[src/rtl/wb_interconnect_n.sv]
// Single-master Wishbone interconnect fanning out to NUM_SLAVES address windows,
// with a per-access ack timeout and sticky error reporting.
module wb_interconnect_n #(
   parameter int NUM_SLAVES = 4,
   parameter int ADDR_W     = 8,
   parameter int DATA_W     = 8,
   parameter int WIN_BITS   = 4,
   parameter int TIMEOUT    = 255
) (
   input  logic                         clk,
   input  logic                         rst,
   input  logic [ADDR_W-1:0]            wb_adr_i,
   input  logic [DATA_W-1:0]            wb_dat_i,
   output logic [DATA_W-1:0]            wb_dat_o,
   input  logic                         wb_cyc_i,
   input  logic                         wb_stb_i,
   input  logic                         wb_we_i,
   output logic                         wb_ack_o,
   output logic [NUM_SLAVES*ADDR_W-1:0] s_adr_o,
   output logic [NUM_SLAVES*DATA_W-1:0] s_dat_o,
   input  logic [NUM_SLAVES*DATA_W-1:0] s_dat_i,
   output logic [NUM_SLAVES-1:0]        s_cyc_o,
   output logic [NUM_SLAVES-1:0]        s_stb_o,
   output logic [NUM_SLAVES-1:0]        s_we_o,
   input  logic [NUM_SLAVES-1:0]        s_ack_i,
   input  logic                         clr_err,
   output logic                         err_unmapped,
   output logic                         err_timeout,
   output logic [ADDR_W-1:0]            err_adr
);

   typedef enum logic [1:0] {IDLE, BUSY, DONE} state_t;

   state_t                  state_q, state_d;
   logic [ADDR_W-1:0]       adr_q, adr_d;
   logic [DATA_W-1:0]       dat_q, dat_d;
   logic                    we_q, we_d;
   logic [NUM_SLAVES-1:0]   sel_q, sel_d;
   logic [15:0]             cnt_q, cnt_d;
   logic                    ack_q, ack_d;
   logic [DATA_W-1:0]       rdat_q, rdat_d;
   logic                    err_unmapped_q, err_unmapped_d;
   logic                    err_timeout_q, err_timeout_d;
   logic [ADDR_W-1:0]       err_adr_q, err_adr_d;

   logic [31:0]             req_idx;
   logic [NUM_SLAVES-1:0]   req_sel;
   logic                    busy;
   logic                    slave_ack;
   logic [DATA_W-1:0]       slave_rdat;

   // Full upper field is compared, so indices past NUM_SLAVES select nothing.
   assign req_idx = 32'(wb_adr_i[ADDR_W-1:WIN_BITS]);
   assign busy    = (state_q == BUSY);

   generate
      for (genvar gi = 0; gi < NUM_SLAVES; gi++) begin : g_slave
         logic act;
         assign req_sel[gi] = (req_idx == 32'(gi));
         assign act         = busy & sel_q[gi];
         assign s_cyc_o[gi] = act;
         assign s_stb_o[gi] = act;
         assign s_we_o[gi]  = act & we_q;
         assign s_adr_o[gi*ADDR_W +: ADDR_W] = act ? adr_q : '0;
         assign s_dat_o[gi*DATA_W +: DATA_W] = act ? dat_q : '0;
      end
   endgenerate

   assign slave_ack = |(s_ack_i & sel_q);

   always_comb begin
      slave_rdat = '0;
      for (int k = 0; k < NUM_SLAVES; k++) begin
         if (sel_q[k]) slave_rdat = slave_rdat | s_dat_i[k*DATA_W +: DATA_W];
      end
   end

   always_comb begin
      state_d        = state_q;
      adr_d          = adr_q;
      dat_d          = dat_q;
      we_d           = we_q;
      sel_d          = sel_q;
      cnt_d          = cnt_q;
      ack_d          = 1'b0;
      rdat_d         = rdat_q;
      err_unmapped_d = err_unmapped_q;
      err_timeout_d  = err_timeout_q;
      err_adr_d      = err_adr_q;

      // Clear first so an error event later in this block overrides it.
      if (clr_err) begin
         err_unmapped_d = 1'b0;
         err_timeout_d  = 1'b0;
         err_adr_d      = '0;
      end

      case (state_q)
         IDLE: begin
            if (wb_cyc_i && wb_stb_i) begin
               adr_d = wb_adr_i;
               dat_d = wb_dat_i;
               we_d  = wb_we_i;
               sel_d = req_sel;
               cnt_d = '0;
               if (|req_sel) begin
                  state_d = BUSY;
               end else begin
                  state_d        = DONE;
                  ack_d          = 1'b1;
                  rdat_d         = '1;
                  err_unmapped_d = 1'b1;
                  err_adr_d      = wb_adr_i;
               end
            end
         end
         BUSY: begin
            if (!wb_cyc_i) begin
               state_d = IDLE;
            end else if (slave_ack) begin
               state_d = DONE;
               ack_d   = 1'b1;
               rdat_d  = slave_rdat;
            end else if (cnt_q == 16'(TIMEOUT - 1)) begin
               state_d       = DONE;
               ack_d         = 1'b1;
               rdat_d        = '1;
               err_timeout_d = 1'b1;
               err_adr_d     = adr_q;
            end else begin
               cnt_d = cnt_q + 16'd1;
            end
         end
         DONE: begin
            if (!wb_stb_i) state_d = IDLE;
         end
         default: state_d = IDLE;
      endcase
   end

   always_ff @(posedge clk or posedge rst) begin
      if (rst) begin
         state_q        <= IDLE;
         adr_q          <= '0;
         dat_q          <= '0;
         we_q           <= 1'b0;
         sel_q          <= '0;
         cnt_q          <= '0;
         ack_q          <= 1'b0;
         rdat_q         <= '0;
         err_unmapped_q <= 1'b0;
         err_timeout_q  <= 1'b0;
         err_adr_q      <= '0;
      end else begin
         state_q        <= state_d;
         adr_q          <= adr_d;
         dat_q          <= dat_d;
         we_q           <= we_d;
         sel_q          <= sel_d;
         cnt_q          <= cnt_d;
         ack_q          <= ack_d;
         rdat_q         <= rdat_d;
         err_unmapped_q <= err_unmapped_d;
         err_timeout_q  <= err_timeout_d;
         err_adr_q      <= err_adr_d;
      end
   end

   assign wb_ack_o     = ack_q;
   assign wb_dat_o     = rdat_q;
   assign err_unmapped = err_unmapped_q;
   assign err_timeout  = err_timeout_q;
   assign err_adr      = err_adr_q;

endmodule

[config.mk]
export PLATFORM = sky130hd
export DESIGN_NAME = wb_interconnect_n
export DESIGN_NICKNAME = d
export VERILOG_FILES = /design/src/rtl/wb_interconnect_n.sv
export SDC_FILE = /design/constraint.sdc
export NUM_CORES = 1
export LEC_CHECK = 0
export CAP_MARGIN = 20
export CORE_ASPECT_RATIO = 0.7
export CORE_UTILIZATION = 40
export CTS_BUF_LIST = sky130_fd_sc_hd__clkbuf_4
export DETAILED_ROUTE_END_ITERATION = 7
export GPL_ROUTABILITY_DRIVEN = 0
export PLACE_DENSITY = 0.9
export RECOVER_POWER = 25
export SLEW_MARGIN = 25
export SYNTH_ARGS = -nofsm -noshare
export SYNTH_HDL_FRONTEND = slang
export SYNTH_SLANG_ARGS = --single-unit
[constraint.sdc]
create_clock -name clk -period 2.5 [get_ports clk]
set_clock_uncertainty 0.15 [all_clocks]
set_input_delay 0.25 -clock clk [delete_from_list [all_inputs] [get_ports clk]]
set_output_delay 0.25 -clock clk [all_outputs]
set_load 0.03 [all_outputs]
## After elaboration in Yosys (flattened, before gate mapping)

Cells that the tools add are included.

| storage, ports and cells | value |
|---|---|
| bits in registers | 58 |
| latch bits | 0 |
| RAM bits | 0 |
| memory bits (read-only) | 0 |
| input bits | 58 |
| output and inout port bits | 95 |
| word-level logic and storage cells | 100 |
| memories kept | 0 |

| cells by class | value |
|---|---|
| add/sub/neg operators | 1 |
| multipliers | 0 |
| divide/modulo/power cells | 0 |
| order comparisons | 0 |
| equality and inequality tests | 14 |
| shifts and indexed selects | 0 |
| muxes and demuxes | 52 |
| bitwise operators | 12 |
| reduce and logical (&&, ||, !) cells | 10 |

Operator list:

| kind | count |
|---|---|
| $mux W8 | 23 |
| $mux W16 | 4 |
| $logic_not A32 Y1 | 1 |
| $pmux W16 S2 | 1 |
| $pmux W8 S2 | 2 |
| $or A8 B8 Y8 | 3 |
| $add A16 B1 Y16 const B | 1 |
| $eq A16 B8 Y1 const B | 1 |
| $mux W1 | 14 |
| $mux W2 | 6 |
| $ne A2 B2 Y1 const B | 6 |
| $reduce_and A5 Y1 | 2 |
| $and A1 B1 Y1 | 8 |
| $eq A4 B2 Y1 const B | 2 |
| $reduce_or A4 Y1 | 2 |
| $pmux W2 S3 | 1 |
| $and A4 B4 Y4 | 1 |
| $eq A4 B1 Y1 const B | 1 |
| $ne A4 B2 Y1 const B | 1 |
| $ne A3 B1 Y1 const B | 1 |
| $reduce_and A3 Y1 | 1 |
| $eq A2 B1 Y1 const B | 1 |
| $eq A2 B2 Y1 const B | 1 |
| $logic_not A2 Y1 | 1 |
| other kinds (4) | 4 |

## Longest topological paths before layout

Gate-level depths: netlist of run 1.

| depth | value |
|---|---|
| depth after elaboration | 10 |
| mapped depth | 9 |

## Worst setup path before layout of run 1

OpenSTA, ideal clock, no wires.

| path | value |
|---|---|
| path kind | flip-flop to flip-flop |
| start point | register cnt_q[0] |
| end point | register cnt_q[7] |
| setup time | 0.078 ns |
| data arrival time | 2.123 ns |
| data required time | 2.272 ns |
| slack | 0.149 ns |
| cell stages (with the launch flop) | 9 |
| clock period less this slack | 2.351 ns |
| cells stage by stage | dfrtp_1 > inv_1 > ha_1 > nor4b_1 > and4_1 > a311o_1 > buf_6 > or4_1 > a21oi_1 |

| between the ends | value |
|---|---|
| longest elaborated chain between the ends | 5 |
| elaborated cells between the ends (all ways) | 8 |
| those cells by class | add/sub (1); eq/ne (2); mux (4); reduce/logical (1) |

RTL lines:

| element | RTL line | text |
|---|---|---|
| start: declaration | 39 | `logic [15:0] cnt_q, cnt_d;` |
| start signal: assignment | 160 | `cnt_q <= cnt_d;` |
| $add A16 B1 Y16 | 131 | `cnt_d = cnt_q + 16'd1;` |
| $mux W16 | 124 | `end else if (cnt_q == 16'(TIMEOUT - 1)) begin` |
| $mux W16 | 120 | `end else if (slave_ack) begin` |
| $mux W16 | 118 | `if (!wb_cyc_i) begin` |
| $pmux W16 S2 | 98 | `case (state_q)` |

Parallel ways exist; a longest one is shown, timed or not. The select of a mux whose other input is x is not followed.
A chain may end at the register's enable or synchronous reset.

## Worst setup path after layout of run 1

| path | value |
|---|---|
| start point | register state_q[1] |
| end point | output port s_adr_o[21] |

| between the ends | value |
|---|---|
| longest elaborated chain between the ends | 3 |

RTL lines:

| element | RTL line | text |
|---|---|---|
| start: declaration | 34 | `state_t state_q, state_d;` |
| start signal: assignment | 155 | `state_q <= state_d;` |
| $eq A2 B1 Y1 | 54 | `assign busy = (state_q == BUSY);` |
| $and A1 B1 Y1 | 60 | `assign act = busy & sel_q[gi];` |
| $mux W8 | 64 | `assign s_adr_o[gi*ADDR_W +: ADDR_W] = act ? adr_q : '0;` |
| end: declaration | 19 | `output logic [NUM_SLAVES*ADDR_W-1:0] s_adr_o,` |

No other way between the ends.

==> results by group, run 1 <==
Yosys
  – Top_reg_cell synth: dfrtp_1
  – Post-synth EDFFs: 0
  – Post-synthesis cell type count: 49
  – Asr flop ratio synth: 100%
  – Post-synthesis sequential area ratio: 40.1%
  – Syn Std Cell Area: 3620 um2
  – YS warnings: 0
  – Syn_nets: 477
  – Post-Synthesis Cells: 417
  – Synth Area per Inst: 8.69 um2
  – Flops & latches, synth: 58

Power and ir drop
  – Power, Total: 2.20 mW
  – Sw Ratio: 33.8%
  – Register share of total power: 50.5%
  – Internal power: 1.45 mW
  – Peak supply drop: 0.000312 V
  – Leak pwr: 2.59 nW
  – Clk pwr share: 26.3%
  – Net switching power: 0.742 mW
  – Power per cell area: 423 nW/um2
  – Gate power share: 23.3%

Floorplanning
  – Row count: 28
  – DIE AREA: 9450 um2
  – Die W: 116 um
  – Initial Util: 42.0%
  – IO Pins: 153
  – Core area: 8620 um2
  – Die Ht: 81.6 um

Clock tree
  – Clk slew on worst S/H paths: 0.11 ns
  – Post-CTS Hold Buffers: 0
  – CTS Sinks: 58
  – Setup Fix Bufs, Post-CTS: 0
  – Root Driver: clkbuf_4
  – CTS buffer count: 9
  – Clk Latency, worst-skew pair: 0.42 ns
  – Post-CTS resize count: 0
  – CTS tree: yes
  – H-tree levels: 3
  – CTS max path bufs: 2

Critical path
  – Startpoint Class: flop
  – Worst reg-to-reg path cell count: 6
  – Crit-path max FO: 75
  – CP Cell Sequence: buf_4 > nor2b_4 > buf_6 > and3_1 > buf_4
  – Critical path's most frequent cell: buf_4
  – CP peak stage delay: 0.44 ns
  – CP Capture Type: output port
  – CP required: 2.10 ns
  – Critical path launch point: state_q[1]
  – FF-to-FF End: wb_dat_o[1]
  – Critical Path End: s_adr_o[21]
  – Critical path's slowest cell: dfrtp_1
  – Crit path kind: reg -> out
  – Flop2flop setup slack: 0.18 ns
  – Arrival time worst endpoint: 1.93 ns
  – RR Startpoint: state_q[1]

Global route
  – Vias in the first global route: 3578
  – First-pass GRT wire length: 17.9 mm
  – Grt total ovfl: 0
  – Initial antenna violation count: 0
  – Total GRT Usage: 24.6%
  – Largest net degree at the start of global routing: 76

Placed design
  – Port-buffer cells: 152
  – HPWL after detailed placement: 8.52 mm
  – Cells after DPL: 673
  – DP Area: 5080 um2

Finish
  – FF+latch area: 1450 um2
  – Fin util: 60.2%
  – Area of the multi-input gates: 1920 um2
  – Share of layout cells above drive strength 1: 23.6%
  – Area growth from synthesis to final layout: 43.3%
  – Fin area: 5190 um2
  – Fin cells: 689
  – Fill count: 782
  – ANT cells: 0
  – Final #Nets: 624

STA
  – Final count of negative-setup-slack endpoints: 0
  – Max Clock Freq: 429 MHz
  – Final period util: 93.2%
  – Hold Fails Final Rpt: 0
  – Unrepaired setup endpoints after global routing: no
  – Worst slew margin: 31.1%
  – Min Hold Slack: 0.202 ns
  – Tmin final: 2.33 ns
  – Worst Max-Slew Pin Slew: 1.03 ns
  – Max-slew violations: 0

Run
  – Max cap viols: 0

Worst hold path
  – Tightest Hold Check Type: in -> reg

Drt
  – Vias after detailed routing: 3864
  – WL per Instance: 16.8 um
  – Drt via density: 5.61
  – ANT nets after route: 0
  – DRC Markers: 0
  – DRT Pass-1 Iters: 5
  – Initial drt markers: 206
  – Aggregate routed wire length: 11.6 mm

Status
  – Status: complete, no violations
[cell usage after synthesis (2+ instances only)]
master,number,area share (%)
o211ai_1,2,0.41
nor2b_1,7,1.2
a21oi_1,16,2.2
mux2i_1,6,1.7
o32ai_1,2,0.48
or2_2,3,0.52
nor3_1,5,0.69
a22o_1,6,1.5
mux2_2,9,2.8
dfrtp_1,58,40
and3_1,72,12
buf_6,4,1.2
nand3_1,18,2.5
nor2_1,8,0.83
ha_1,2,0.69
a31oi_1,3,0.52
inv_1,9,0.93
nand4_1,2,0.35
and2_1,6,1.0
a22oi_4,2,1.2
clkbuf_1,24,2.5
o21ai_0,13,1.8
o31a_1,2,0.48
o22a_1,2,0.48
a22oi_1,20,4.1
or3_1,3,0.52
buf_4,9,1.9
buf_2,4,0.55
nand2b_1,2,0.35
or4_1,7,1.5
o31ai_1,8,1.7
nand2_1,66,6.8
[cells in the final DEF (no fill, tap or decap), drive strengths merged, types with 5 or more instances in the layout]
cell type and instances:
buf 100, clkbuf 11, nor2 8, clkdlybuf4s50 75, nand3 18, a22oi 22, clkinv 5, mux2 9
and3 72, a21oi 17, or4 7, nor3 5, o21ai 13, a22o 6, nor2b 7, nand2 66
o31ai 8, inv 9, and2 6, dfrtp 58, mux2i 6
[worst min-delay path by stage]
stage / start / endpoint / slack (ns) / depth (start not counted)
3_5_place_dp: wb_dat_o[3] / wb_dat_o[3] / 0.35 / 1
6_report: wb_dat_i[4] / dat_q[4] / 0.20 / 3
4_1_cts: rst / wb_dat_o[0] / 0.06 / 2
3_3_place_gp: wb_dat_o[1] / wb_dat_o[1] / 0.34 / 1
2_1_floorplan: clr_err / err_unmapped / 0.19 / 1
5_1_grt: wb_dat_i[4] / dat_q[4] / 0.18 / 3
[metrics by stage]
step                setup slack, ns  TNS [ns]
floorplan                     0.149         0
global placement             0.0136         0
detailed placement          -0.0185   -0.0330
CTS                          0.0325         0
global route                 0.0173         0
finish                        0.170         0
[area by class of cell]
class,instances,area share (%)
clock buffer,9,1.30
tap,120,2.89
timing repair buffer,178,29.3
inverter,9,0.651
multi-input combinational,308,37.0
clock inverter,7,0.892
sequential,58,28.0
[flip-flops by register name, indices dropped and copies added (netlist names)]
register	flops
wb_ack_o	1
err_unmapped	1
err_timeout	1
err_adr	8
adr_q	8
cnt_q	16
we_q	1
dat_q	8
sel_q	4
wb_dat_o	8
state_q	2
[worst max-delay path: cells and delay by family (launching register included)]
kind,cells,cell delay [ns]
buffers and inverters,3,0.68
flip-flops,1,0.44
AND/OR/NAND/NOR,2,0.37
[power by group through the flow]
stage | clock network, mW | logic [mW] | registers (mW)
2_1_floorplan | 0 | 0.244 | 1.13
3_3_place_gp | 0 | 0.493 | 1.12
3_5_place_dp | 0 | 0.509 | 1.12
4_1_cts | 0.596 | 0.513 | 1.11
5_1_grt | 0.639 | 0.555 | 1.12
6_report | 0.577 | 0.511 | 1.11
[logic make-up after synthesis]
family / share of synthesized area (%)
compound gates: 17.5
fa+ha+maj: 0.690
buf+inv: 7.18
flops: 40.1
mux: 4.45
simple gates: 30.1
[per-layer routing]
| metal | routed length, um | track usage [%] | part of all wire, % |
|---|---|---|---|
| met5 | 0 | 0 | 0 |
| met1 | 4840 | 30.2 | 42 |
| met4 | 183 | 6.41 | 1.6 |
| met2 | 5510 | 42.6 | 48 |
| met3 | 1020 | 7.31 | 8.8 |
(Power assumes the default switching activity.)
==> run 2, diff against run 1 <==
SETUP_SLACK_MARGIN = 0.02   (was default)
==> results of run 2 <==
The final DEF is identical to that of run 1. Status: complete, no violations.
==> run 3, diff against run 2 <==
ABC_AREA = 1   (was default)
CORE_MARGIN = 10   (was default)
CORE_UTILIZATION = 41   (was 40)
PLACE_DENSITY = 0.91   (was 0.9)
==> run 3 against run 2 <==
Worst setup slack got worse by 0.052 ns. Synthesized cell count up 37%. Sequential share of layout area down 0.90 points. Final cell count grew 23%. Final area rose by 3.3%. Register-to-register slack gained 0.15 ns. Clock power rose by 51%. Clock-buffer cell count increased by 1.
==> results by group, run 3 <==
Status
  – Status: complete, no violations

Critical path
  – Critical path's most frequent cell: nor2_4
  – RR Startpoint: state_q[1]
  – CP Capture Type: output port
  – Arrival time worst endpoint: 1.98 ns (+0.05 ns)
  – Flop2flop setup slack: 0.33 ns (+0.15 ns)
  – Crit-path max FO: 6 (-92%)
  – CP Cell Sequence: nor2_4 > inv_2 > nor2_4 > clkdlybuf4s50_1
  – Crit path kind: reg -> out
  – Worst path bufs/invs: 2 (-1)
  – Startpoint Class: flop
  – CP required: 2.10 ns (about the same)
  – Crit-path leading delay family: buffers and inverters
  – Worst reg-to-reg path cell count: 7 (+1)
  – FF-to-FF End: cnt_q[3]
  – Critical path's slowest cell: clkdlybuf4s50_1
  – CP peak stage delay: 0.69 ns (+0.25 ns)

STA
  – Hold Fails Final Rpt: 0 (unchanged)
  – Unrepaired setup endpoints after global routing: no
  – Min Hold Slack: 0.244 ns (+0.0423 ns)
  – Setup TNS: 0 ns (unchanged)
  – Worst slew margin: 39.5% (+8.4 points)
  – Final count of negative-setup-slack endpoints: 0 (unchanged)
  – Setup ws final: 0.119 ns (-0.0516 ns)
  – Worst Max-Slew Pin Slew: 0.908 ns (-0.125 ns)
  – Max-slew violations: 0 (unchanged)
  – Tmin final: 2.38 ns (+0.0516 ns)
  – Max Clock Freq: 420 MHz (-2.2%)
  – Final period util: 95.2% (+2.1 points)

Global route
  – Grt total ovfl: 0 (unchanged)
  – Initial antenna violation count: 1 (+1)
  – First-pass GRT wire length: 21.1 mm (+18%)
  – Total GRT Usage: 19.0% (-5.6 points)
  – Vias in the first global route: 4126 (+15%)
  – Largest net degree at the start of global routing: 39 (-49%)

Floorplanning
  – Row count: 29 (+3.6%)
  – Die W: 135 um (+17%)
  – DIE AREA: 13600 um2 (+44%)
  – Core area: 9030 um2 (+4.8%)
  – Die Ht: 101 um (+23%)
  – IO Pins: 153 (unchanged)
  – Initial Util: 42.0% (about the same)

Placed design
  – HPWL after detailed placement: 10.5 mm (+23%)
  – Port-buffer cells: 152 (unchanged)
  – Pre-CTS WS: 0.179 ns (+0.198 ns)

Drt
  – DRT Pass-1 Iters: 5 (unchanged)
  – Initial drt markers: 330 (+60%)
  – Vias after detailed routing: 4231 (+9.5%)
  – Drt via density: 5.01 (-11%)
  – Aggregate routed wire length: 13.4 mm (+16%)
  – WL per Instance: 15.8 um (-5.7%)
  – DRC Markers: 0 (unchanged)
  – ANT nets after route: 0 (unchanged)

Yosys
  – Synth top area share: 38.2% (-1.8 points)
  – Top_reg_cell synth: dfrtp_1
  – Post-synth EDFFs: 0 (unchanged)
  – Post-synthesis cell type count: 29 (-41%)
  – Flops & latches, synth: 58 (unchanged)
  – Most frequent cells after synthesis: 163 x nand2_1, 122 x nor2_1, 59 x inv_1
  – YS warnings: 0 (unchanged)
  – Post-synthesis sequential area ratio: 38.2% (-1.8 points)
  – Syn Std Cell Area: 3800 um2 (+4.8%)
  – Synth area leader: dfrtp_1
  – Synth top area cells: dfrtp_1 38%, nand2_1 16%, nor2_1 12%
  – Syn_nets: 631 (+32%)
  – Post-Synthesis Cells: 571 (+37%)
  – Synth Area per Inst: 6.65 um2 (-23%)
  – Count leader, synth: nand2_1
  – Asr flop ratio synth: 100% (unchanged)

Finish
  – Largest Register: cnt_q
  – Largest register FFs: 16 (unchanged)
  – Fin util: 59.4% (-0.87 points)
  – Final #Nets: 775 (+24%)
  – Most common cell after layout, fill and taps aside: nand2_1
  – Commonest cells after routing, fill and taps aside: 163 x nand2_1, 121 x nor2_1, 76 x clkdlybuf4s50_1, 76 x buf_4, 59 x inv_1
  – Area growth from synthesis to final layout: 41.2%
  – Fill count: 791 (+1.2%)
  – Share of layout cells above drive strength 1: 17.9% (-5.6 points)

Clock tree
  – Clk slew on worst S/H paths: 0.10 ns (about the same)
  – Clk Latency, worst-skew pair: 0.42 ns (about the same)
  – H-tree levels: 3 (unchanged)
  – Post-CTS Hold Buffers: 0 (unchanged)
  – Root Driver: clkbuf_4
  – CTS buffer count: 9 (unchanged)
  – CTS max path bufs: 2 (unchanged)
  – CTS tree: yes
  – CTS Sinks: 58 (unchanged)

Power and ir drop
  – Power per cell area: 749 nW/um2 (+77%)
  – Peak supply drop: 0.000448 V (+44%)
  – Leak pwr: 2.69 nW (+4.1%)
  – Power, Total: 4.02 mW (+83%)

Worst hold path
  – Worst Hold End: dat_q[5]
  – Worst Hold Depth: 3 (unchanged)
  – Hold_sp: wb_dat_i[5]
  – Tightest Hold Check Type: in -> reg

Run
  – Max cap viols: 0 (unchanged)
## run 3: worst max-delay path by stage
stage / start / slack (ns) / depth (start not counted) / endpoint
floorplan: state_q[1] / 0.47 / 7 / s_adr_o[28]
global placement: wb_cyc_i / 0.34 / 10 / wb_dat_o[6]
detailed placement: wb_cyc_i / 0.18 / 10 / wb_dat_o[0]
CTS: state_q[1] / 0.08 / 4 / s_cyc_o[3]
global route: state_q[1] / 0.03 / 4 / s_stb_o[3]
finish: state_q[1] / 0.12 / 4 / s_stb_o[3]
## run 3: cell type report
type                    count  area [um2]  share of cell area [%]
clock inverters             6         105                    1.96
repair buffers            161        1410                    26.3
clock buffers              10        75.1                    1.40
flip-flops and latches     58        1450                    27.1
diodes                      1        2.50                  0.0466
multi-input cells         418        1910                    35.6
inverters                  67         254                    4.73
well taps                 124         155                    2.89
## run 3: kinds of logic after synthesis
family | Yosys count | synth area share [%]
and+or+nand+nor | 354 | 39.2
buffers and inverters | 95 | 11.6
adders and majority gates | 2 | 0.659
AOI/OAI and AO/OA | 56 | 8.99
xor gates and xnor gates | 6 | 1.38
DFF | 58 | 38.2
## run 3: per-stage QoR
| step | instance area [um2] | instances |
|---|---|---|
| 6_report | 5370 | 845 |
| 5_1_grt | 5370 | 845 |
| 4_1_cts | 5370 | 844 |
| 3_5_place_dp | 5200 | 828 |
| 3_3_place_gp | 5200 | 828 |
| 2_1_floorplan | 3800 | 571 |
## run 3: timing repair
item                                    in CTS  in global routing
pin swaps                                    0                  0
hold endpoints to repair                     0                  0
gates resized for setup                      6                  3
endpoints found under the setup margin       6                  5
buffers inserted                             0                  0
## run 3: worst register-to-register path: cells and delay by family, from the launching register on
family | cells | cell delay (ns)
simple gates | 5 | 0.92
flops | 1 | 0.51
buf+inv | 2 | 0.51
## run 3: power breakdown
group          internal (mW)  switching (mW)
Combinational          0.586            1.19
Sequential              1.22           0.158
Clock                  0.512           0.359
## run 3: per-layer routing
metal	part of all wire, %	track usage (%)	up-vias
met4	0.58	3.71	0
met2	45	30.0	209
met3	11	7.02	10
met1	43	24.5	1950
met5	0	0	-
li1	-	-	2062
